**src/rtl/dec_count_pkg.sv**
```systemverilog
// dec_count_pkg: state encoding, BCD constants and target validity check
package dec_count_pkg;
  localparam int BCD_W = 4;
  localparam logic [BCD_W-1:0] BCD_MAX = 4'd9;
  localparam logic [1:0] IDLE = 2'd0, RUN = 2'd1, HOLD = 2'd2, DONE = 2'd3;
  function automatic logic bcd_ok(input logic [7:0] v);
    return v[7:4] <= BCD_MAX && v[3:0] <= BCD_MAX;
  endfunction
endpackage

```
**src/rtl/bcd_digit.sv**
```systemverilog
// bcd_digit: one decade counter digit with synchronous clear/zero and ripple carry
module bcd_digit
  import dec_count_pkg::*;
(
  input  logic             clock,
  input  logic             clear,
  input  logic             zero,
  input  logic             inc,
  output logic [BCD_W-1:0] q,
  output logic             carry
);
  assign carry = inc && q == BCD_MAX;
  always_ff @(posedge clock)
    q <= clear || zero ? '0 : inc ? (carry ? '0 : q + 1'b1) : q;
endmodule

```
**src/rtl/dec_count_ctrl.sv**
```systemverilog
// dec_count_ctrl: prescaled two-digit BCD up-counter run to a latched terminal count
module dec_count_ctrl
  import dec_count_pkg::*;
#(
  parameter int TICK_DIV = 1
) (
  input  logic       clock,
  input  logic       clear,
  input  logic       start,
  input  logic       hold,
  input  logic [7:0] target,
  output logic [3:0] ones,
  output logic [3:0] tens,
  output logic       step,
  output logic       busy,
  output logic       done,
  output logic       err
);
  localparam int PW = TICK_DIV > 1 ? $clog2(TICK_DIV) : 1;
  localparam logic [PW-1:0] PMAX = PW'(TICK_DIV - 1);
  logic [1:0] state;
  logic [PW-1:0] pre;
  logic [7:0] tgt, nxt;
  logic idle_like, go, adv, hit, ones_c, tens_c;
  assign idle_like = state == IDLE || state == DONE;
  assign go = idle_like && start && bcd_ok(target);
  assign adv = state == RUN && !hold && pre == PMAX;
  assign nxt = {tens_c ? 4'd0 : tens + {3'd0, ones_c}, ones_c ? 4'd0 : ones + 4'd1};
  assign hit = adv && nxt == tgt;
  assign busy = state == RUN || state == HOLD;
  assign done = state == DONE;
  bcd_digit u_ones (.clock(clock), .clear(clear), .zero(go), .inc(adv), .q(ones), .carry(ones_c));
  bcd_digit u_tens (.clock(clock), .clear(clear), .zero(go), .inc(ones_c), .q(tens), .carry(tens_c));
  always_ff @(posedge clock) begin
    if (clear) begin
      state <= IDLE;
      pre <= '0;
      tgt <= '0;
      step <= 1'b0;
      err <= 1'b0;
    end else begin
      step <= adv;
      err <= idle_like && start && !bcd_ok(target);
      tgt <= go ? target : tgt;
      pre <= go ? '0 : state == RUN && !hold ? (adv ? '0 : pre + 1'b1) : pre;
      state <= go ? (target == 8'h00 ? DONE : RUN)
             : state == RUN ? (hold ? HOLD : hit ? DONE : RUN)
             : state == HOLD ? (hold ? HOLD : RUN) : state;
    end
  end
endmodule
```
**config.mk**
```make
export PLATFORM = sky130hd
export DESIGN_NAME = dec_count_ctrl
export DESIGN_NICKNAME = d
export VERILOG_FILES = /design/src/rtl/dec_count_pkg.sv /design/src/rtl/bcd_digit.sv /design/src/rtl/dec_count_ctrl.sv
export SDC_FILE = /design/constraint.sdc
export NUM_CORES = 1
export LEC_CHECK = 0
export CORE_MARGIN = 10
export CORE_UTILIZATION = 30
export CTS_CLUSTER_DIAMETER = 80
export DETAILED_ROUTE_END_ITERATION = 16
export PLACE_DENSITY = 0.58
export SLEW_MARGIN = 20
export SYNTH_ARGS = -nofsm -noshare
export SYNTH_HDL_FRONTEND = slang
export SYNTH_SLANG_ARGS = --single-unit
```
**constraint.sdc**
```tcl
create_clock -name clock -period 2.8 [get_ports clock]
set_clock_uncertainty 0.05 [all_clocks]
set_input_delay 0.42 -clock clock [delete_from_list [all_inputs] [get_ports clock]]
set_output_delay 0.42 -clock clock [all_outputs]
set_load 0.005 [all_outputs]
```
Word-level counts from Yosys, hierarchy flattened --
Index checks and enable logic that the tools add are counted.
Cells by class: add/subtract/negate cells 4, order comparisons 2, equal/unequal tests 6, multiplexer cells 11, bitwise operators 1, reduce and logical (&&, ||, !) cells 18
Operators with widths (count):
- $mux W2 | 7
- $mux W4 | 3
- $logic_and A1 B1 Y1 | 9
- $add A4 B1 Y4 const B | 2
- $eq A4 B4 Y1 const B | 2
- $eq A8 B8 Y1 | 1
- $le A4 B4 Y1 const B | 2
- $logic_not A8 Y1 | 1
- $add A4 B1 Y4 | 1
- $eq A2 B2 Y1 const B | 2
- $logic_or A1 B1 Y1 | 3
- $reduce_bool A3 Y1 | 1
- $eq A2 B1 Y1 const B | 1
- $logic_not A1 Y1 | 2
- $logic_not A2 Y1 | 1
- $reduce_or A2 Y1 | 1
- $add A1 B1 Y1 const B | 1
- $mux W1 | 1
- $not A1 Y1 | 1
Word-level totals: register bits 21, input port bits 12, output and inout port bits 12, logic and storage cells 49

Longest topological paths before layout --
Gate-level depths: netlist of the first run.
depth in word-level cells 12, gate-level depth with buffers 12, mapped depth without buffers 12

Hierarchy --
From an unflattened synthesis of the first run, not the netlist that was laid out.
Second synthesis, totals: cells, all modules 141, area total of the unflattened synthesis 1188.6 µm²
Modules (own cells, without submodules):
- dec_count_ctrl | times used 1, cells an instance 95, area each 785.8 µm², seq. area each 260.2 µm²
- bcd_digit | times used 2, cells an instance 23, area each 201.4 µm², seq. area each 80.1 µm²

Worst setup path before layout of the first run --
No wires, ideal clock.
path type flip-flop to flip-flop, start register state[0], end register state[1], library setup time 0.084 ns, arrival 2.391 ns, data required time 2.666 ns, setup slack 0.275 ns, stages on the path, launching flop included 12, path buffers 0, clock period less this slack 2.525 ns, cells stage by stage dfxtp_1 > ha_1 > nor3b_2 > nand2_2 > inv_4 > ha_1 > ha_1 > xor2_1 > a211oi_1 > o221ai_1 > a22o_1 > o31ai_2
On the way: longest elaborated chain between the ends 12, elaborated cells on any way between the ends 21, those cells by class 1 x add/sub; 4 x eq/ne; 6 x mux; 10 x reduce/logical
RTL lines:
- start, declared | RTL line dec_count_ctrl.sv:21 | logic [1:0] state;
- start signal, assigned | RTL line dec_count_ctrl.sv:46 | state <= go ? (target == 8'h00 ? DONE : RUN)
- $eq A2 B1 Y1 | RTL line dec_count_ctrl.sv:27, dec_count_ctrl.sv:47
- $logic_and A1 B1 Y1 (2 in a row) | RTL line dec_count_ctrl.sv:27 | assign adv = state == RUN && !hold && pre == PMAX;
- $logic_and A1 B1 Y1 | RTL line bcd_digit.sv:12 | assign carry = inc && q == BCD_MAX;
- $add A4 B1 Y4 or $logic_and A1 B1 Y1 (tied branches) | RTL line dec_count_ctrl.sv:28, bcd_digit.sv:12
- $mux W4 | RTL line dec_count_ctrl.sv:28 | assign nxt = {tens_c ? 4'd0 : tens + {3'd0, ones_c}, ones_c ? 4'd0 : ones + 4'd1};
- $eq A8 B8 Y1 | RTL line dec_count_ctrl.sv:29 | assign hit = adv && nxt == tgt;
- $logic_and A1 B1 Y1 | RTL line dec_count_ctrl.sv:29
- $mux W2 (3 in a row) | RTL line dec_count_ctrl.sv:47 | : state == RUN ? (hold ? HOLD : hit ? DONE : RUN)
- $mux W2 | RTL line dec_count_ctrl.sv:46
Parallel ways exist; a longest one is shown, timed or not. A chain may end at the register's enable or synchronous reset.

Worst setup path in the final report of the first run --
start register state[1], end register state[1]
Same word-level chain as after synthesis.

==> key figures, run 1 <==
Floorplanning
  • Initial Util: 0.3115
  • Row Count: 23
  • Core Area: 4029 µm²
  • Die Wd: 84.68 µm
  • Die Y: 84.68 µm
  • Top Ports: 24
  • Die Footprint: 7170 µm²

Global route
  • Vias in the first global route: 1167
  • GRT busiest layer: met2
  • Remaining global-route overflow: 0
  • Met3 Usage GRT: 0.02222
  • Largest net degree at the start of global routing: 14
  • First-pass GRT wire length: 5.533 mm
  • Met1 Use GR: 0.1039
  • M2 GR Usage: 0.1565
  • Antenna violations before repair: 0
  • Global Route Usage Sum: 0.08944

Worst hold path
  • Tightest Hold Check Type: reg2reg

Worst setup path
  • Buffers & Inverters on Critical Path: 2
  • Worst-path fanout max: 6
  • CP startpoint kind: flop
  • Reg2reg setup slack: 290 ps
  • Critical Path Slowest Stage Cell: dfxtp_1
  • Cell mode on critical path: ha_1
  • CP delay by family, top: adder cells
  • Largest stage delay, worst path: 380 ps
  • Crit Path Class: reg2reg
  • Critical Path Sink Type: flop
  • Worst EP arrival: 2650 ps
  • CP Cell Sequence: inv_1 > ha_1 > nor3b_2 > nand2_2 > inv_4 > ha_1 > ha_1 > xor2_1 > a211oi_1 > o221ai_1 > a22o_1 > o31ai_2
  • WP data required: 2940 ps

CTS
  • CTS Buf Count: 3
  • Hold buffers post-CTS: 0
  • H-tree levels: 1
  • Clock transition at the registers of the reported paths: 80 ps
  • Setup Fix Bufs, Post-CTS: 0
  • CTS Root Cell: clkbuf_8
  • CTS tree: yes
  • Post_cts resized: 0
  • Sink Count: 21
  • Worst skew pair latency: 260 ps
  • CTS Buffer Depth: 2

Layout
  • Most frequent cells in the layout: clkdlybuf4s50_1 (23), dfxtp_1 (21), nor2_1 (18), a21oi_1 (12), ha_1 (9)
  • Most common cell after layout, fill and taps aside: clkdlybuf4s50_1
  • Area delta synth->final: 28.42%
  • Multi-input gate area: 778.2 µm²
  • Final instance area: 1612 µm²
  • Share of cells above drive strength 1: 0.09659
  • Register area: 420.4 µm²
  • Filler instances: 422
  • Nets: 198
  • Inserted Diodes: 0

Run
  • MaxCap Viol Count: 0

Power and ir drop
  • Internal power: 587.2 µW
  • Leakage: 0.6614 nW
  • Sequential cell fraction of total power: 0.424
  • Pwr per Cell Area: 540.2 nW/µm²
  • Comb power frac: 0.344
  • Sw Ratio: 0.3255
  • Worst vdd ir: 0.0002316 V
  • Clock share of power: 0.232
  • Switch Pwr: 283.4 µW

Logic synthesis
  • Cell variety after synth: 43
  • Post-synth EDFFs: 0
  • Syn Std Cell Area: 1255 µm²
  • Mapped Cells: 148
  • Top_reg_cell synth: dfxtp_1
  • Asr flop ratio synth: 0
  • Post-synthesis sequential element count: 21
  • Synth warn: 0
  • Synth Net Count: 169
  • Sequential area share after synthesis: 0.3350
  • Syn Area/Cell: 8.479 µm²

STA
  • Slew Limit Fails: 0
  • RSZ-0062 raised after global routing: no
  • Fmax: 397.8 MHz
  • Setup TNS Final: 0 ps
  • Max-Slew Margin vs Limit: 0.6960
  • Min Hold Slack: 433.6 ps
  • Final number of setup-violating endpoints: 0
  • Final Hold Vio Count: 0
  • PnR worst setup slack: 286.3 ps
  • Worst Max-Slew Pin Slew: 454.7 ps
  • Final worst path period need: 2514 ps
  • Final Cycle Share: 0.8978

Place
  • Detailed Place HPWL: 2.637 mm
  • PortBufs: 23
  • Final estimated routing congestion in global placement: 0.8236
  • Dpl ws: 52.16 ps
  • DP Area: 1565 µm²

Route
  • Detailed-route DRC error count: 0
  • Vias post-DR: 1165
  • Vias/cell: 5.155
  • DRT iter0 DRCs: 90
  • WL/cell: 14.45 µm
  • Wirelength, routed: 3.265 mm
  • 1st-pass router iterations: 4
  • ANT nets after route: 0

Run status
  • Status: complete, no violations
Yosys cell counts (all sizes together) (3+ instances only):
cell type / count / area (µm²)
dfxtp: 21 / 420.4
nor2: 18 / 67.56
a21oi: 12 / 60.06
o21ai: 10 / 50.04
ha: 9 / 112.6
inv: 9 / 36.29
nand2: 9 / 36.29
mux2i: 8 / 80.08
nand3: 4 / 20.02
nor4: 4 / 25.02
or3: 4 / 26.28
nor3: 3 / 15.01
xnor2: 3 / 26.28
xor2: 3 / 26.28
worst paths after layout:
kind | startpoint | end | depth (start not counted)
max reg2reg | state[1] | state[1] | 12
max | state[1] | state[1] | 12
min | pre | pre | 2
min reg2reg | pre | pre | 2
cell type report:
cell class,count,area share
clock buffer,3,0.02562
clock inverter,1,0.003106
inverter,9,0.02252
multi-input combinational,114,0.4829
sequential,21,0.2609
tap,50,0.03882
timing repair buffer,28,0.1661
routing by layer:
metal | share of wire | vias up
li1 | - | 591
met1 | 0.44 | 545
met2 | 0.50 | 24
met3 | 0.047 | 5
met4 | 0.0083 | 0
met5 | 0 | -
power groups by stage:
stage | sequential (mW) | combinational, mW | clock [mW]
floorplan | 0.365 | 0.191 | 0
global placement | 0.373 | 0.294 | 0
detailed placement | 0.376 | 0.301 | 0
CTS | 0.369 | 0.303 | 0.213
global route | 0.375 | 0.336 | 0.218
finish | 0.369 | 0.299 | 0.202
state kept, by name (all words and copies together), names as in the netlist:
| register | count |
|---|---|
| pre | 1 |
| step | 1 |
| u_tens.q | 4 |
| err | 1 |
| u_ones.q | 4 |
| state | 2 |
| tgt | 8 |
cell families (layout without fill, tap and decap cells):
group / Yosys count / after routing / synth area share
multiplexers: 8 / 8 / 0.06381
AND/OR/NAND/NOR: 53 / 53 / 0.2203
buffers and inverters: 13 / 41 / 0.04487
XOR/XNOR: 6 / 6 / 0.04188
adder cells (fa/ha/maj): 9 / 9 / 0.08973
flip-flops: 21 / 21 / 0.3350
AO/OA/AOI/OAI: 38 / 38 / 0.2044
worst register-to-register path, cell delays in order (launching register included):
cell and delay, ps:
dfxtp_1 380, inv_1 70, ha_1 230, nor3b_2 180
nand2_2 100, inv_4 50, ha_1 190, ha_1 330
xor2_1 160, a211oi_1 200, o221ai_1 140, a22o_1 210
o31ai_2 160
through the flow:
stage / utilization / power [mW] / cells
2_1_floorplan: - / 0.5565 / 148
3_3_place_gp: 0.3885 / 0.6662 / 222
3_5_place_dp: 0.3885 / 0.6778 / 222
4_1_cts: 0.4000 / 0.8849 / 226
5_1_grt: 0.4000 / 0.9293 / 226
6_report: 0.4000 / 0.8706 / 226
No activity file was read; power rests on OpenSTA's default activity.
==> inputs of run 2 (changes only) <==
Settings changed: CORE_MARGIN 10 to 2, CORE_UTILIZATION 30 to 50, PLACE_DENSITY 0.58 to 0.84.
Clock period 2.8 ns to 3.1 ns, I/O delays scaled along.
==> run 2 against run 1 <==
Utilization up 23 points. Cell area down 4.2%. Register-to-register slack better by 90 ps. Fmax down 7.8%. Die area down 59%. Via count up 0.69%. Combinational power down 11%. Hold slack better by 11 ps. Cell count down 10%. Critical endpoint unchanged.
==> key figures, run 2 (synthesis gave the netlist of run 1 again) <==
Run status
  • Status: complete, no violations

Layout
  • Biggest register: tgt
  • Fin util: 0.6348
  • Most frequent cells in the layout: clkdlybuf4s50_1 (23), dfxtp_1 (21), nor2_1 (18), a21oi_1 (12), ha_1 (9)
  • Area delta synth->final: 23.03%
  • Inserted Diodes: 0
  • Largest regs: tgt (8), u_ones.q (4), u_tens.q (4)
  • Final Non-Filler Cells: 203
  • Largest register FFs: 8
  • Share of cells above drive strength 1: 0.07514
  • Most common cell after layout, fill and taps aside: clkdlybuf4s50_1
  • Nets: 195

Place
  • PortBufs: 23
  • Detailed Place HPWL: 2.242 mm
  • Cells after DPL: 199
  • Final estimated routing congestion in global placement: 0.8902

Floorplanning
  • Die Y: 54.10 µm
  • Row Count: 18
  • Die Footprint: 2927 µm²
  • Initial Util: 0.5159
  • Core Area: 2432 µm²
  • Top Ports: 24
  • Die Wd: 54.10 µm

STA
  • Setup TNS Final: 0 ps
  • Final worst path period need: 2725 ps
  • RSZ-0062 raised after global routing: no
  • Slew Limit Fails: 0
  • Final number of setup-violating endpoints: 0
  • Worst Max-Slew Pin Slew: 433.2 ps
  • Max-Slew Margin vs Limit: 0.7103
  • Final Hold Vio Count: 0
  • Fmax: 367.0 MHz
  • Final Cycle Share: 0.8791

Route
  • Vias/cell: 5.778
  • WL/cell: 14.50 µm
  • ANT nets after route: 0
  • Wirelength, routed: 2.944 mm
  • Detailed-route DRC error count: 0
  • 1st-pass router iterations: 4
  • Vias post-DR: 1173
  • DRT iter0 DRCs: 16

CTS
  • CTS Root Cell: clkbuf_4
  • Post_cts resized: 0
  • H-tree levels: 1
  • Sink Count: 21
  • Worst skew pair latency: 310 ps
  • Setup Fix Bufs, Post-CTS: 0
  • CTS Buf Count: 3
  • Clock transition at the registers of the reported paths: 120 ps
  • Hold buffers post-CTS: 0
  • CTS Buffer Depth: 2
  • CTS tree: yes

Global route
  • Global Route Usage Sum: 0.2249
  • Antenna violations before repair: 0
  • M2 GR Usage: 0.3984
  • Remaining global-route overflow: 0
  • Vias in the first global route: 1096
  • Largest net degree at the start of global routing: 14
  • GRT busiest layer: met2
  • Met3 Usage GRT: 0.05833
  • Met1 Use GR: 0.2644
  • First-pass GRT wire length: 4.726 mm

Worst hold path
  • Tightest Hold Check Type: reg2reg

Run
  • MaxCap Viol Count: 0

Power and ir drop
  • Worst vdd ir: 0.0003609 V
  • Leakage: 0.6372 nW
  • Pwr per Cell Area: 475.8 nW/µm²
  • Power Total: 734.6 µW

Worst setup path
  • Worst-path fanout max: 10
  • Worst EP arrival: 2910 ps
  • CP startpoint kind: flop
  • Critical Path Sink Type: flop
  • Crit Path Class: reg2reg
  • WP data required: 3290 ps
run 2: per-layer routing:
metal | routed length, µm | share of wire
met1 | 1261 | 0.43
met2 | 1518 | 0.52
met3 | 120 | 0.041
met4 | 43 | 0.015
met5 | 0 | 0
run 2: area by class of cell:
| type | instances | area, µm² |
|---|---|---|
| Sequential cell | 21 | 420.4 |
| Clock buffer | 4 | 26.28 |
| Fill cell | 209 | 888.4 |
| Timing Repair Buffer | 25 | 245.2 |
| Multi-Input combinational cell | 114 | 778.2 |
| Inverter | 9 | 36.28 |
| Tap cell | 30 | 37.54 |
run 2: critical path, cell delays in order, from the launching register on:
cell	delay (ps)
dfxtp_1	400
inv_1	70
ha_1	240
nor3b_2	180
nand2_2	200
inv_4	70
ha_1	200
ha_1	320
xor2_1	170
a211oi_1	230
o221ai_1	150
a22o_1	210
o31ai_2	160
run 2: path summary, 6_finish.rpt:
path,startpoint,depth (start not counted),end,slack [ps]
worst max-delay path,state[1],12,state[1],370
worst min-delay path,pre,2,pre,440
worst max register to register,state[1],12,state[1],370
worst min register to register,pre,2,pre,440
run 2: power breakdown:
group	switching [mW]	internal (mW)
Clock	0.0840	0.0503
Combinational	0.129	0.138
Sequential	0.0333	0.300
run 2: metrics by stage:
| step | worst slack, ps | hold slack (ps) | area (µm²) |
|---|---|---|---|
| after floorplan | 575.0 | 398.3 | 1255 |
| after global placement | 278.0 | 411.7 | 1518 |
| after detailed placement | 184.1 | 439.6 | 1518 |
| after CTS | 392.7 | 453.1 | 1544 |
| after global routing | 179.9 | 464.4 | 1544 |
| final | 374.9 | 444.8 | 1544 |
==> inputs of run 3 (changes only) <==
Settings changed: DONT_BUFFER_PORTS set to 1, PLACE_DENSITY 0.84 to 0.72.
==> run 3 against run 2 <==
Wire length down 10%. Highest routed layer unchanged. Critical path depth shrank 1. Sequential power barely moved. Largest cell class unchanged. Clock power grew 4%.
==> key figures, run 3 (synthesis gave the netlist of run 1 again) <==
Run status
  • Status: complete, no violations

CTS
  • CTS Root Cell: clkbuf_4
  • Worst skew pair latency: 310 ps
  • H-tree levels: 1
  • CTS Buffer Depth: 2
  • Setup Fix Bufs, Post-CTS: 0
  • Sink Count: 21
  • Clock transition at the registers of the reported paths: 140 ps
  • CTS tree: yes
  • Hold buffers post-CTS: 0
  • Post_cts resized: 0
  • CTS Buf Count: 3

Route
  • DRT iter0 DRCs: 21
  • Vias post-DR: 1098
  • Detailed-route DRC error count: 0
  • ANT nets after route: 0
  • WL/cell: 14.75 µm
  • Wirelength, routed: 2.640 mm
  • Vias/cell: 6.134
  • 1st-pass router iterations: 4

Worst setup path
  • Reg2reg start: state[0]
  • WP data required: 3280 ps
  • Worst-path fanout max: 10
  • Reg2reg setup slack: 190 ps
  • Critical Path Sink Type: flop
  • Crit Path Class: reg2reg
  • CP startpoint kind: flop
  • Crit path launch: state[0]
  • Worst EP arrival: 3090 ps

STA
  • Final Cycle Share: 0.9383
  • Final number of setup-violating endpoints: 0
  • Min Hold Slack: 144.0 ps
  • RSZ-0062 raised after global routing: no
  • Fmax: 343.8 MHz
  • Slew Limit Fails: 0
  • Final Hold Vio Count: 0
  • Max-Slew Margin vs Limit: 0.7023
  • Setup TNS Final: 0 ps
  • Worst Max-Slew Pin Slew: 444.6 ps
  • Final worst path period need: 2909 ps

Place
  • Final estimated routing congestion in global placement: 0.9527
  • Detailed Place HPWL: 2.060 mm
  • PortBufs: 0

Layout
  • Largest register FFs: 8
  • Inserted Diodes: 0
  • Area delta synth->final: 4.387%
  • Most common cell after layout, fill and taps aside: dfxtp_1
  • Share of cells above drive strength 1: 0.08725
  • Most frequent cells in the layout: dfxtp_1 (21), nor2_1 (18), a21oi_1 (12), ha_1 (9)
  • Nets: 171
  • Largest regs: tgt (8), u_ones.q (4), u_tens.q (4)
  • Biggest register: tgt
  • Fin util: 0.5386

Global route
  • Remaining global-route overflow: 0
  • Largest net degree at the start of global routing: 14
  • Vias in the first global route: 969
  • Global Route Usage Sum: 0.2083
  • First-pass GRT wire length: 4.305 mm
  • Antenna violations before repair: 0

Power and ir drop
  • Pwr per Cell Area: 513.9 nW/µm²
  • Worst vdd ir: 0.0002988 V
  • Leakage: 0.5465 nW

Worst hold path
  • Hold Crit Start: clear
  • Tightest Hold Check Type: in2reg

Floorplanning
  • Initial Util: 0.5159
  • Die Wd: 54.10 µm
  • Top Ports: 24
  • Die Y: 54.10 µm
  • Core Area: 2432 µm²
  • Die Footprint: 2927 µm²
  • Row Count: 18

Run
  • MaxCap Viol Count: 0
==> run 3: worst paths after layout <==
| check | cells past startpoint | end |
|---|---|---|
| worst min register to register | 2 | pre |
| worst max register to register | 11 | state[1] |
| worst min-delay path | 1 | state[0] |
| worst max-delay path | 11 | state[1] |
==> run 3: stage by stage <==
step / instances / setup WS [ps] / area (µm²) / power, mW
4_1_cts: 179 / 193.2 / 1310 / 0.6820
6_report: 179 / 191.3 / 1310 / 0.6732
3_5_place_dp: 175 / 226.1 / 1280 / 0.5421
5_1_grt: 179 / 6.231 / 1310 / 0.7243
2_1_floorplan: 148 / 575.0 / 1255 / 0.5026
3_3_place_gp: 175 / 383.3 / 1280 / 0.5320
==> run 3: power by group <==
group          switching [mW]  total [mW]  leakage, nW  internal, mW
clock network          0.0901       0.139       0.0139        0.0492
registers              0.0326       0.333        0.170         0.300
logic                   0.110       0.201        0.362        0.0907
total                   0.233       0.673        0.547         0.440
==> run 3: cell type report <==
type | instances | area [µm²]
Fill cell | 238 | 1122
Sequential cell | 21 | 420.4
Timing Repair Buffer | 1 | 7.507
Tap cell | 30 | 37.54
Clock inverter | 1 | 7.507
Multi-Input combinational cell | 114 | 778.2
Clock buffer | 3 | 22.52
Inverter | 9 | 36.28
==> run 3: critical path: stages (launching register included) <==
cell      delay, ps
dfxtp_1         410
ha_1            250
nor3b_2         430
nand2_2         240
inv_4           120
ha_1            170
ha_1            280
xor2_1          170
a211oi_1        210
o221ai_1        140
a22o_1          210
o31ai_2         160
==> run 3: metal layers <==
metal	global-route usage	vias to the layer above	routed length [µm]
li1	-	535	-
met1	0.2631	531	1200
met2	0.3354	28	1286
met3	0.03056	4	105
met4	0.1208	0	47
met5	0	-	0
==> RTL edit 1: new RTL, flow settings as in run 2 <==
Register the outputs `busy` and `done`, without a reset; this adds one clock of latency there. The other outputs are not delayed to match.
--- a/src/rtl/dec_count_ctrl.sv
+++ b/src/rtl/dec_count_ctrl.sv
@@ -27,8 +27,10 @@
   assign adv = state == RUN && !hold && pre == PMAX;
   assign nxt = {tens_c ? 4'd0 : tens + {3'd0, ones_c}, ones_c ? 4'd0 : ones + 4'd1};
   assign hit = adv && nxt == tgt;
-  assign busy = state == RUN || state == HOLD;
-  assign done = state == DONE;
+  always_ff @(posedge clock) begin
+    busy <= state == RUN || state == HOLD;
+    done <= state == DONE;
+  end
   bcd_digit u_ones (.clock(clock), .clear(clear), .zero(go), .inc(adv), .q(ones), .carry(ones_c));
   bcd_digit u_tens (.clock(clock), .clear(clear), .zero(go), .inc(ones_c), .q(tens), .carry(tens_c));
   always_ff @(posedge clock) begin
Function: changed (a bounded check fails within 4 cycles, from zero or initial values).
==> RTL edit 1 against run 2 <==
Sequential power rose by 11%; cell count grew 0.99%; area after synthesis up 3.2%; power is 5.0% higher; critical endpoint unchanged; wire length is 4.4% higher; design area up 2.6%; setup slack got worse by 0.033 ns; sequential cell count rose by 2.
==> RTL edit 1: results <==
export IMPL_ys_seq_area_share_pct=35.6
export IMPL_dr_first_iter_drc_count=48
export IMPL_gp_congestion=0.930
export IMPL_grt_pass1_wl_mm=5.15
export IMPL_relSlewSlack_pct=70.7
export IMPL_peakVddDrop_v=0.000464
export IMPL_grt_max_degree=14
export IMPL_vias=1231
export IMPL_synthTopCellsByCount="dfxtp_1, nor2_1, a21oi_1"
export IMPL_place_area_mm2=0.00156
export IMPL_async_reset_ff_share_pct=0
export IMPL_outcome="complete, no violations"
export IMPL_crit_arrival_ns=2.94
export IMPL_critical_path_max_stage_delay_ns=0.43
export IMPL_nFillCells=199
export IMPL_layout_drive_gt1_share_pct=7.43
export IMPL_worstPathMaxFanout=10
export IMPL_yosys_top_cells_area="dfxtp_1, ha_1, mux2i_1, nor2_1, a21oi_1"
export IMPL_cts_resized=0
export IMPL_crit_family="compound AO/OA/AOI/OAI gates"
export IMPL_wl_per_cell_um=15.0
export IMPL_power_leakage_uw=0.000654
export IMPL_grt_pass1_vias=1147
export IMPL_synth_nets=171
export IMPL_synth_area_per_cell_um2=8.63
export IMPL_finish_net_count=197
export IMPL_grt_usage_pct=23.9
export IMPL_hpwl_mm=2.31
export IMPL_dp_worst_setup_slack_ns=0.154
[RTL edit 1: area by class of cell]
| type | instances | area (um^2) | share of cell area (%) |
|---|---|---|---|
| Tap cell | 30 | 37.5 | 2.37 |
| Multi-Input combinational cell | 114 | 778 | 49.1 |
| Inverter | 9 | 36.3 | 2.29 |
| Sequential cell | 23 | 460 | 29.1 |
| Timing Repair Buffer | 25 | 245 | 15.5 |
| Clock buffer | 4 | 26.3 | 1.66 |
[RTL edit 1: worst paths after layout]
check / from / endpoint / slack, ns / cells after the start
worst max-delay path: u_ones.q[1]$_SDFFE_PP0P_ / state[1]$_SDFFE_PP0P_ / 0.34 / 12
worst min-delay path: pre$_SDFFE_PP0P_ / pre$_SDFFE_PP0P_ / 0.44 / 2
worst max register to register: u_ones.q[1]$_SDFFE_PP0P_ / state[1]$_SDFFE_PP0P_ / 0.34 / 12
worst min register to register: pre$_SDFFE_PP0P_ / pre$_SDFFE_PP0P_ / 0.44 / 2
[RTL edit 1: routing by layer]
metal | GRT usage, % | wire length, um
met2 | 43.1 | 1500
met5 | 0 | 0
met4 | 7.72 | 76
met1 | 28.9 | 1300
met3 | 3.49 | 190
[RTL edit 1: cells by family (layout without fill, tap and decap cells)]
kind of cell    count (synthesis)  in the layout  synth area share, %
simple gates                   53             53                 21.4
flops                          23             23                 35.6
mux                             8              8                 6.18
compound gates                 38             38                 19.8
fa+ha+maj                       9              9                 8.70
buf+inv                        13             38                 4.35
xor+xnor                        6              6                 4.06
[RTL edit 1: tightest hold or removal path, cell delays in order (launching register included)]
cell	delay [ns]
dfxtp_1	0.35
o21ai_0	0.07
nor2_1	0.04
[RTL edit 1: metrics by stage]
step	total power (uW)	std cells	utilization, %	hold slack [ns]
detailed placement	636	201	63.5	0.422
floorplan	537	150	-	0.398
global placement	617	201	63.5	0.412
finish	771	205	64.5	0.440
global route	828	205	64.5	0.492
CTS	777	205	64.5	0.444
[RTL edit 1: power by group]
part	internal [uW]	switching (uW)
Combinational	131	129
Clock	50.3	90.4
Sequential	335	35.6
Total	516	255
==> RTL edit 2: new RTL, config.mk and constraints of run 2 <==
Without the edit above. The package constant `BCD_MAX` goes from 4'd9 to 4'd6.
--- a/src/rtl/dec_count_pkg.sv
+++ b/src/rtl/dec_count_pkg.sv
@@ -1,7 +1,7 @@
 // dec_count_pkg: state encoding, BCD constants and target validity check
 package dec_count_pkg;
   localparam int BCD_W = 4;
-  localparam logic [BCD_W-1:0] BCD_MAX = 4'd9;
+  localparam logic [BCD_W-1:0] BCD_MAX = 4'd6;
   localparam logic [1:0] IDLE = 2'd0, RUN = 2'd1, HOLD = 2'd2, DONE = 2'd3;
   function automatic logic bcd_ok(input logic [7:0] v);
     return v[7:4] <= BCD_MAX && v[3:0] <= BCD_MAX;
Check against the original RTL: not equivalent (a bounded check fails within 4 cycles, from zero or initial values).
==> RTL edit 2 against run 2 <==
Combinational power shrank 18%; area after synthesis grew 0.90%; count of clock-buffer cells in the layout stayed put; critical path depth rose by 1; setup slack lost 0.23 ns; power down 9.7%; wire length fell by 7.1%; fmax fell by 7.9%; sequential cell count unchanged; cell count increased by 0.99%; design area grew 1.4%.
==> RTL edit 2: results <==
export IMPL_fmax_ghz=0.338
export IMPL_finish_net_count=197
export IMPL_reg2reg_setup_slack_ns=0.14
export IMPL_outcome="complete, no violations"
export IMPL_peakVddDrop_v=0.000297
export IMPL_met3_length_um=82
export IMPL_numCtsBuffers=3
export IMPL_place_area_mm2=0.00154
export IMPL_nFillCells=202
export IMPL_synth_cell_types=40
export IMPL_dr_first_iter_drc_count=21
export IMPL_switching_power_uw=205
export IMPL_netlist_instances=148
export IMPL_dr_pass1_iters=5
export IMPL_p_comb_share_pct=33.0
export IMPL_powerComb_uw=219
export IMPL_largest_reg_flops=8
export IMPL_vias_per_cell=5.58
export IMPL_power_leakage_uw=0.000662
export IMPL_hpwl_mm=2.06
export IMPL_clk_latency_ns=0.31
export IMPL_ys_flop_type="dfxtp_1"
export IMPL_ys_seq_area_share_pct=33.2
export IMPL_gp_congestion=0.819
export IMPL_wl_per_cell_um=13.3
export IMPL_instances_no_fill=205
export IMPL_wl_met2_mm=1.41
export IMPL_met1_usage_pct=22.6
export IMPL_p_clk_share_pct=20.4
export IMPL_dp_worst_setup_slack_ns=-0.0454
export IMPL_layout_drive_gt1_share_pct=9.71
export IMPL_synthTopCellsByCount="nor2_1, dfxtp_1, inv_1"
export IMPL_io_buffers=23
export IMPL_grt_pass1_wl_mm=4.52
export IMPL_worstPathMaxFanout=6
export IMPL_grt_usage_pct=21.0
export IMPL_synth_most_common_cell="nor2_1"
export IMPL_met3_usage_pct=5.74
export IMPL_crit_arrival_ns=3.13
export IMPL_clk_pin_slew_ns=0.12
export IMPL_min_from="tgt[7]$_SDFFE_PP0P_"
export IMPL_synth_edf_count=0
export IMPL_cts_resized=0
export IMPL_worst_pin_slew_ns=0.477
export IMPL_yosys_top_cells_area="dfxtp_1, ha_1, nor2_1, mux2i_1, a21oi_1"
export IMPL_use_met2_pct=39.4
export IMPL_yosysWarnings=0
export IMPL_htreeDepth=1
export IMPL_cp_startpoint="u_ones.q[0]$_SDFFE_PP0P_"
export IMPL_routedLengthMet1_mm=1.23
export IMPL_cts_buffer_depth=2
export IMPL_grt_max_degree=12
export IMPL_reg2regPathDepth=13
-- RTL edit 2: cell types whose count changed in the layout (fill, tap and decap cells not counted), moves of 3 or more --
cell     before  now
buf_4         2    6
a21oi_1      12    9
o21ai_1       3    0
nor2_1       18   22
nor3_1        3    7
-- RTL edit 2: worst min path at each step --
stage                               end  slack (ns)  cells past startpoint
global route        tgt[3]$_SDFFE_PP0P_        0.47                      2
detailed placement  tgt[7]$_SDFFE_PP0P_        0.43                      2
floorplan           tgt[7]$_SDFFE_PP0P_        0.39                      2
finish              tgt[7]$_SDFFE_PP0P_        0.45                      2
CTS                 tgt[3]$_SDFFE_PP0P_        0.45                      2
global placement    tgt[7]$_SDFFE_PP0P_        0.40                      2
-- RTL edit 2: critical path: stages (launching register included) --
cell and delay [ns]:
dfxtp_1 0.35, inv_1 0.06, ha_1 0.20, and3b_1 0.26, nand2_4 0.11, clkinv_4 0.05, ha_1 0.19, ha_1 0.20
xnor2_1 0.14, a31oi_1 0.22, xnor2_1 0.15, nand4_1 0.10, or4_1 0.55, a221oi_2 0.25
-- RTL edit 2: logic make-up (layout without fill, tap and decap cells) --
logic type / Yosys count / in the layout / share of synthesized area [%]
flip-flops: 21 / 21 / 33.2
buffers and inverters: 17 / 44 / 6.82
AO/OA/AOI/OAI: 29 / 29 / 15.6
AND/OR/NAND/NOR: 55 / 55 / 22.9
multiplexers: 8 / 8 / 6.32
adder cells (fa/ha/maj): 9 / 9 / 8.89
XOR/XNOR: 9 / 9 / 6.22
-- RTL edit 2: final cells by class --
class	instances	area [um^2]	area share, %
well taps	30	37.5	2.40
flip-flops and latches	21	420	26.9
clock buffers	4	26.3	1.68
multi-input cells	110	759	48.5
inverters	11	46.3	2.96
repair buffers	29	275	17.6
